<file path="src/rtl/atsc_pad_core.sv">
// Pads each 47-word MPEG-TS packet to a fixed PADDED_WORDS-word frame with tlast on the final word.
// One registered output stage (1-cycle latency); input is stalled during pad insertion and by o_tready.
module atsc_pad_core #(
  parameter int          PAYLOAD_WORDS = 47,
  parameter int          PADDED_WORDS  = 64,
  parameter logic [31:0] PAD_WORD      = 32'h0000_0000,
  parameter logic [7:0]  SYNC_BYTE     = 8'h47
) (
  input  logic        clk,
  input  logic        reset,
  input  logic        clear,
  input  logic [31:0] i_tdata,
  input  logic        i_tlast,
  input  logic        i_tvalid,
  output logic        i_tready,
  output logic [31:0] o_tdata,
  output logic        o_tlast,
  output logic        o_tvalid,
  input  logic        o_tready,
  output logic        sync_err,
  output logic        short_err,
  output logic [31:0] pkt_count
);

  localparam int CW = $clog2(PADDED_WORDS);
  localparam logic [CW-1:0] LAST_PAYLOAD = CW'(PAYLOAD_WORDS - 1);
  localparam logic [CW-1:0] LAST_WORD    = CW'(PADDED_WORDS - 1);

  typedef enum logic [1:0] {
    ST_PASS      = 2'd0,
    ST_PAD_SHORT = 2'd1,
    ST_PAD       = 2'd2
  } state_t;

  state_t        state_q, state_d;
  logic [CW-1:0] word_cnt_q, word_cnt_d;
  logic [31:0]   o_tdata_q, o_tdata_d;
  logic          o_tlast_q, o_tlast_d;
  logic          o_tvalid_q, o_tvalid_d;
  logic          sync_err_q, sync_err_d;
  logic          short_err_q, short_err_d;
  logic [31:0]   pkt_count_q, pkt_count_d;

  logic load_en;
  logic accept;
  logic pad_load;
  logic frame_end;

  assign load_en   = !o_tvalid_q || o_tready;
  assign accept    = i_tvalid && i_tready;
  assign pad_load  = load_en && (state_q != ST_PASS);
  assign frame_end = pad_load && (state_q == ST_PAD) && (word_cnt_q == LAST_WORD);

  always_ff @(posedge clk) begin
    if (reset) begin
      state_q     <= ST_PASS;
      word_cnt_q  <= '0;
      o_tdata_q   <= '0;
      o_tlast_q   <= 1'b0;
      o_tvalid_q  <= 1'b0;
      sync_err_q  <= 1'b0;
      short_err_q <= 1'b0;
      pkt_count_q <= '0;
    end else begin
      state_q     <= state_d;
      word_cnt_q  <= word_cnt_d;
      o_tdata_q   <= o_tdata_d;
      o_tlast_q   <= o_tlast_d;
      o_tvalid_q  <= o_tvalid_d;
      sync_err_q  <= sync_err_d;
      short_err_q <= short_err_d;
      pkt_count_q <= pkt_count_d;
    end
  end

  always_comb begin
    state_d = state_q;
    case (state_q)
      ST_PASS: begin
        if (accept) begin
          // A tlast on the final payload word is a normal end, not a short packet.
          if (word_cnt_q == LAST_PAYLOAD) begin
            state_d = ST_PAD;
          end else if (i_tlast) begin
            state_d = ST_PAD_SHORT;
          end
        end
      end
      ST_PAD_SHORT: begin
        if (load_en && (word_cnt_q == LAST_PAYLOAD)) begin
          state_d = ST_PAD;
        end
      end
      ST_PAD: begin
        if (frame_end) begin
          state_d = ST_PASS;
        end
      end
      default: state_d = ST_PASS;
    endcase
  end

  always_comb begin
    i_tready = 1'b0;
    if (state_q == ST_PASS) begin
      i_tready = load_en;
    end
  end

  always_comb begin
    word_cnt_d  = word_cnt_q;
    o_tdata_d   = o_tdata_q;
    o_tlast_d   = o_tlast_q;
    o_tvalid_d  = o_tvalid_q;
    sync_err_d  = 1'b0;
    short_err_d = 1'b0;
    if (accept) begin
      o_tvalid_d  = 1'b1;
      o_tdata_d   = i_tdata;
      o_tlast_d   = 1'b0;
      word_cnt_d  = word_cnt_q + CW'(1);
      sync_err_d  = (word_cnt_q == '0) && (i_tdata[31:24] != SYNC_BYTE);
      short_err_d = i_tlast && (word_cnt_q < LAST_PAYLOAD);
    end else if (pad_load) begin
      o_tvalid_d = 1'b1;
      o_tdata_d  = PAD_WORD;
      o_tlast_d  = frame_end;
      word_cnt_d = frame_end ? '0 : word_cnt_q + CW'(1);
    end else if (load_en) begin
      // Starved input: drain the register rather than inventing pad words.
      o_tvalid_d = 1'b0;
    end
  end

  always_comb begin
    pkt_count_d = pkt_count_q;
    if (clear) begin
      pkt_count_d = '0;
    end else if (frame_end) begin
      pkt_count_d = pkt_count_q + 32'd1;
    end
  end

  assign o_tdata   = o_tdata_q;
  assign o_tlast   = o_tlast_q;
  assign o_tvalid  = o_tvalid_q;
  assign sync_err  = sync_err_q;
  assign short_err = short_err_q;
  assign pkt_count = pkt_count_q;

endmodule
</file>
<file path="config.mk">
export PLATFORM = sky130hd
export DESIGN_NAME = atsc_pad_core
export DESIGN_NICKNAME = d
export VERILOG_FILES = /design/src/rtl/atsc_pad_core.sv
export SDC_FILE = /design/constraint.sdc
export NUM_CORES = 1
export LEC_CHECK = 0
export ABC_AREA = 1
export BUFFER_PORTS_ARGS = -buffer_cell sky130_fd_sc_hd__clkbuf_2
export CAP_MARGIN = 20
export CORE_MARGIN = 8
export CORE_UTILIZATION = 50
export DETAILED_ROUTE_END_ITERATION = 8
export GPL_TIMING_DRIVEN = 0
export PLACE_DENSITY = 0.83
export RECOVER_POWER = 50
export REMOVE_ABC_BUFFERS = 1
export SYNTH_ARGS = -nofsm -noshare
export SYNTH_HDL_FRONTEND = slang
export SYNTH_SLANG_ARGS = --single-unit
</file>
<file path="constraint.sdc">
create_clock -name clk -period 2.65 [get_ports clk]
set_input_delay 0.53 -clock clk [delete_from_list [all_inputs] [get_ports clk]]
set_output_delay 0.53 -clock clk [all_outputs]
set_load 0.05 [all_outputs]
</file>
==> flow_summary.json <==
{
  "coreArea_um2": 6830,
  "antennaDiodeCount": 0,
  "cts-buffers-inserted": 9,
  "post_synthesis_to_final_layout_area_growth_pct": 22.1,
  "drt_first_pass_iters": 4,
  "clock_tree.buffer_depth": 2,
  "netlist.area_leader.share": 0.427,
  "multi_input_area_um2": 1650,
  "via_count_of_the_first_global_routing_pass": 3698,
  "setup_viol_count_final": 0,
  "cts_root_buf": "sky130_fd_sc_hd__clkbuf_8",
  "die_width_um": 100,
  "syn-mean-instance-area_um2": 6.89,
  "worst-endpoint-arrival_ps": 2230,
  "power-per-cell-area_nw_per_um2": 599,
  "synth.area.top_cells": "sky130_fd_sc_hd__dfxtp_1 (43%), sky130_fd_sc_hd__nand2_1 (10%), sky130_fd_sc_hd__inv_1 (8.8%), sky130_fd_sc_hd__nand3_1 (8.6%), sky130_fd_sc_hd__nor2_1 (7.6%)",
  "syn_warnings": 0,
  "post_cts_resize_count": 1,
  "boundaryPins": 107,
  "cts_setup_buffers": 0,
  "place_congestion": 0.892,
  "setup_slack_ps": 660,
  "grt_overflow_total": 0,
  "critical_path.endpoint_type": "register",
  "worst_clock_skew_ps": 11.4,
  "floorplan.rows": 30,
  "drt_first_iter_violations": 170,
  "dr_total_vias": 3635,
  "cts.reportedPaths.clkPinSlew_ps": 80,
  "die_area_um2": 10100,
  "worstSkewPairLatency_ps": 350,
  "final_hold_vio_count": 0,
  "start_util": 0.521,
  "static-leakage-power_nw": 1.83,
  "maxClockFrequency_mhz": 503,
  "run_status": "finished clean",
  "final-max-slew-violation-count": 0,
  "post_route_cells_drive_above_1_share": 0.108,
  "synthesis.area_um2": 3560,
  "cts_sinks": 76,
  "crit_path_top_delay_cell": "sky130_fd_sc_hd__dfxtp_1",
  "finalWirelength_mm": 9.47,
  "timing.setup.tns_ps": 0,
  "synth_sequential_area_ratio": 0.427,
  "tritoncts": "yes",
  "timing.hold.ws_ps": 408,
  "seq_area_um2": 1520,
  "worst_hold_class": "in -> reg",
  "worst-path-max-fanout": 15,
  "slew_headroom": 0.424,
  "grt_antenna_before_repair": 0,
  "postSynthRegisterBits": 76,
  "post-route-period-util": 0.751,
  "synthDistinctLibCells": 32,
  "port_buffers": 106,
  "hpwlAfterDp_mm": 7.16,
  "route.detailed.drc": 0,
  "fillCellCount": 661,
  "vias_per_cell": 5.03,
  "crit_path_start_kind": "register",
  "finalWorstPathRequiredPeriod_ps": 1990,
  "die_height_um": 100,
  "total_power_mw": 2.60,
  "synthesis.instances": 517,
  "crit_required_ps": 2890,
  "unrepaired_setup_endpoints_after_global_routing": "no",
  "crit_chain": "ha_1 -> nand3_2 -> nor2_1 -> nand2_4 -> nor2_4 -> nand2_1 -> nor2_1 -> nand2_1 -> nand2_1 -> nor2_1",
  "utilization": 0.636,
  "grt_max_degree": 40,
  "finalNetCount": 664,
  "grt_usage": 0.192,
  "maximum_vdd_drop_uv": 421,
  "grt_first_pass_wirelength_mm": 15.8,
  "route.detailed.wl_per_inst_um": 13.1,
  "yosys.area.top_type": "sky130_fd_sc_hd__dfxtp_1",
  "detailedPlace.worstSlack_ps": -527,
  "path_class": "reg -> reg",
  "htree_levels": 3,
  "hold_buffers": 0,
  "cp_slowest_stage_delay_ps": 410,
  "cap_viol_max_count": 0,
  "tightestPinTransition_ps": 860,
  "antenna_violating_nets_post_route": 0
}
-- area by class of cell --
cell class	instances	area share
multi-input cells	342	0.379
flip-flops and latches	76	0.350
repair buffers	109	0.118
inverters	84	0.0726
clock buffers	13	0.0366
well taps	96	0.0276
clock inverters	3	0.0158
-- report_power, final --
part / internal [mW] / total (mW) / switching (mW)
Combinational: 0.0915 / 0.376 / 0.285
Sequential: 1.19 / 1.22 / 0.0283
Clock: 0.585 / 1.01 / 0.424
Total: 1.87 / 2.60 / 0.737
-- kinds of logic after synthesis --
family,after synthesis,share of synthesized area
compound gates,64,0.0953
buf+inv,99,0.109
simple gates,269,0.342
fa+ha+maj,4,0.0141
xor+xnor,5,0.0123
flops,76,0.427
-- placed cells by master, fill, tap and decap left out, types with 2 or more instances in the layout --
cell type and instances:
sky130_fd_sc_hd__nand2_1 95, sky130_fd_sc_hd__inv_1 83, sky130_fd_sc_hd__dfxtp_1 76, sky130_fd_sc_hd__nor2_1 73
sky130_fd_sc_hd__clkbuf_1 70, sky130_fd_sc_hd__nand3_1 60, sky130_fd_sc_hd__o21ai_0 44, sky130_fd_sc_hd__clkbuf_2 38
sky130_fd_sc_hd__a21oi_1 14, sky130_fd_sc_hd__nand4_1 14, sky130_fd_sc_hd__clkbuf_8 11, sky130_fd_sc_hd__nor3_1 9
sky130_fd_sc_hd__ha_1 4, sky130_fd_sc_hd__nor2_2 3, sky130_fd_sc_hd__xor2_1 3, sky130_fd_sc_hd__a211oi_1 3
sky130_fd_sc_hd__nor2_4 3, sky130_fd_sc_hd__nand3_2 2, sky130_fd_sc_hd__and3_1 2, sky130_fd_sc_hd__nor4_1 2
sky130_fd_sc_hd__xnor2_1 2, sky130_fd_sc_hd__bufinv_16 2, sky130_fd_sc_hd__buf_16 2
-- layer usage --
metal,part of all wire,vias to the layer above,global-route usage
met5,0,-,0
met4,0.025,0,0.0953
met3,0.12,21,0.0886
met2,0.45,148,0.318
met1,0.41,1609,0.202
li1,-,1857,-
-- stage by stage --
step,cells,instance area [um2]
3_5_place_dp,706,4180
2_1_floorplan,502,3490
5_1_grt,723,4350
4_1_cts,722,4410
6_report,723,4350
3_3_place_gp,704,4140
-- flip-flops by register name, indices dropped and copies added (netlist names) --
signal / flops
state_q: 2
word_cnt_q: 6
sync_err: 1
o_tvalid: 1
o_tdata: 32
short_err: 1
pkt_count: 32
o_tlast: 1
-- synthesized netlist by cell type (all sizes together) --
master and number:
nor2 79, dfxtp 76, nor2b 1, a21oi 14, nand4 14, o211ai 1
nand2 97, clkbuf 6, nand3 62, and3 2, ha 4, nor4 2
buf 9, nor3b 1, nor3 10, nand3b 1, o21ai 44, a211oi 3
xor2 3, xnor2 2, inv 84, o21bai 2
-- final timing paths --
kind | slack [ps] | to | cells after the start | start
max reg2reg | 660 | pkt_count[20]$_SDFFE_PP0P_ | 10 | word_cnt_q[0]$_SDFFE_PP0P_
min reg2reg | 480 | o_tdata[28]$_SDFFE_PP0P_ | 2 | o_tdata[28]$_SDFFE_PP0P_
min | 410 | o_tdata[2]$_SDFFE_PP0P_ | 3 | i_tdata[2]
max | 660 | pkt_count[20]$_SDFFE_PP0P_ | 10 | word_cnt_q[0]$_SDFFE_PP0P_
-- worst max-delay path, delay by kind of cell (launching register included) --
kind          cells  cell delay (ps)
flops             1              410
simple gates      9             1250
fa+ha+maj         1              220
(Power assumes the default switching activity.)
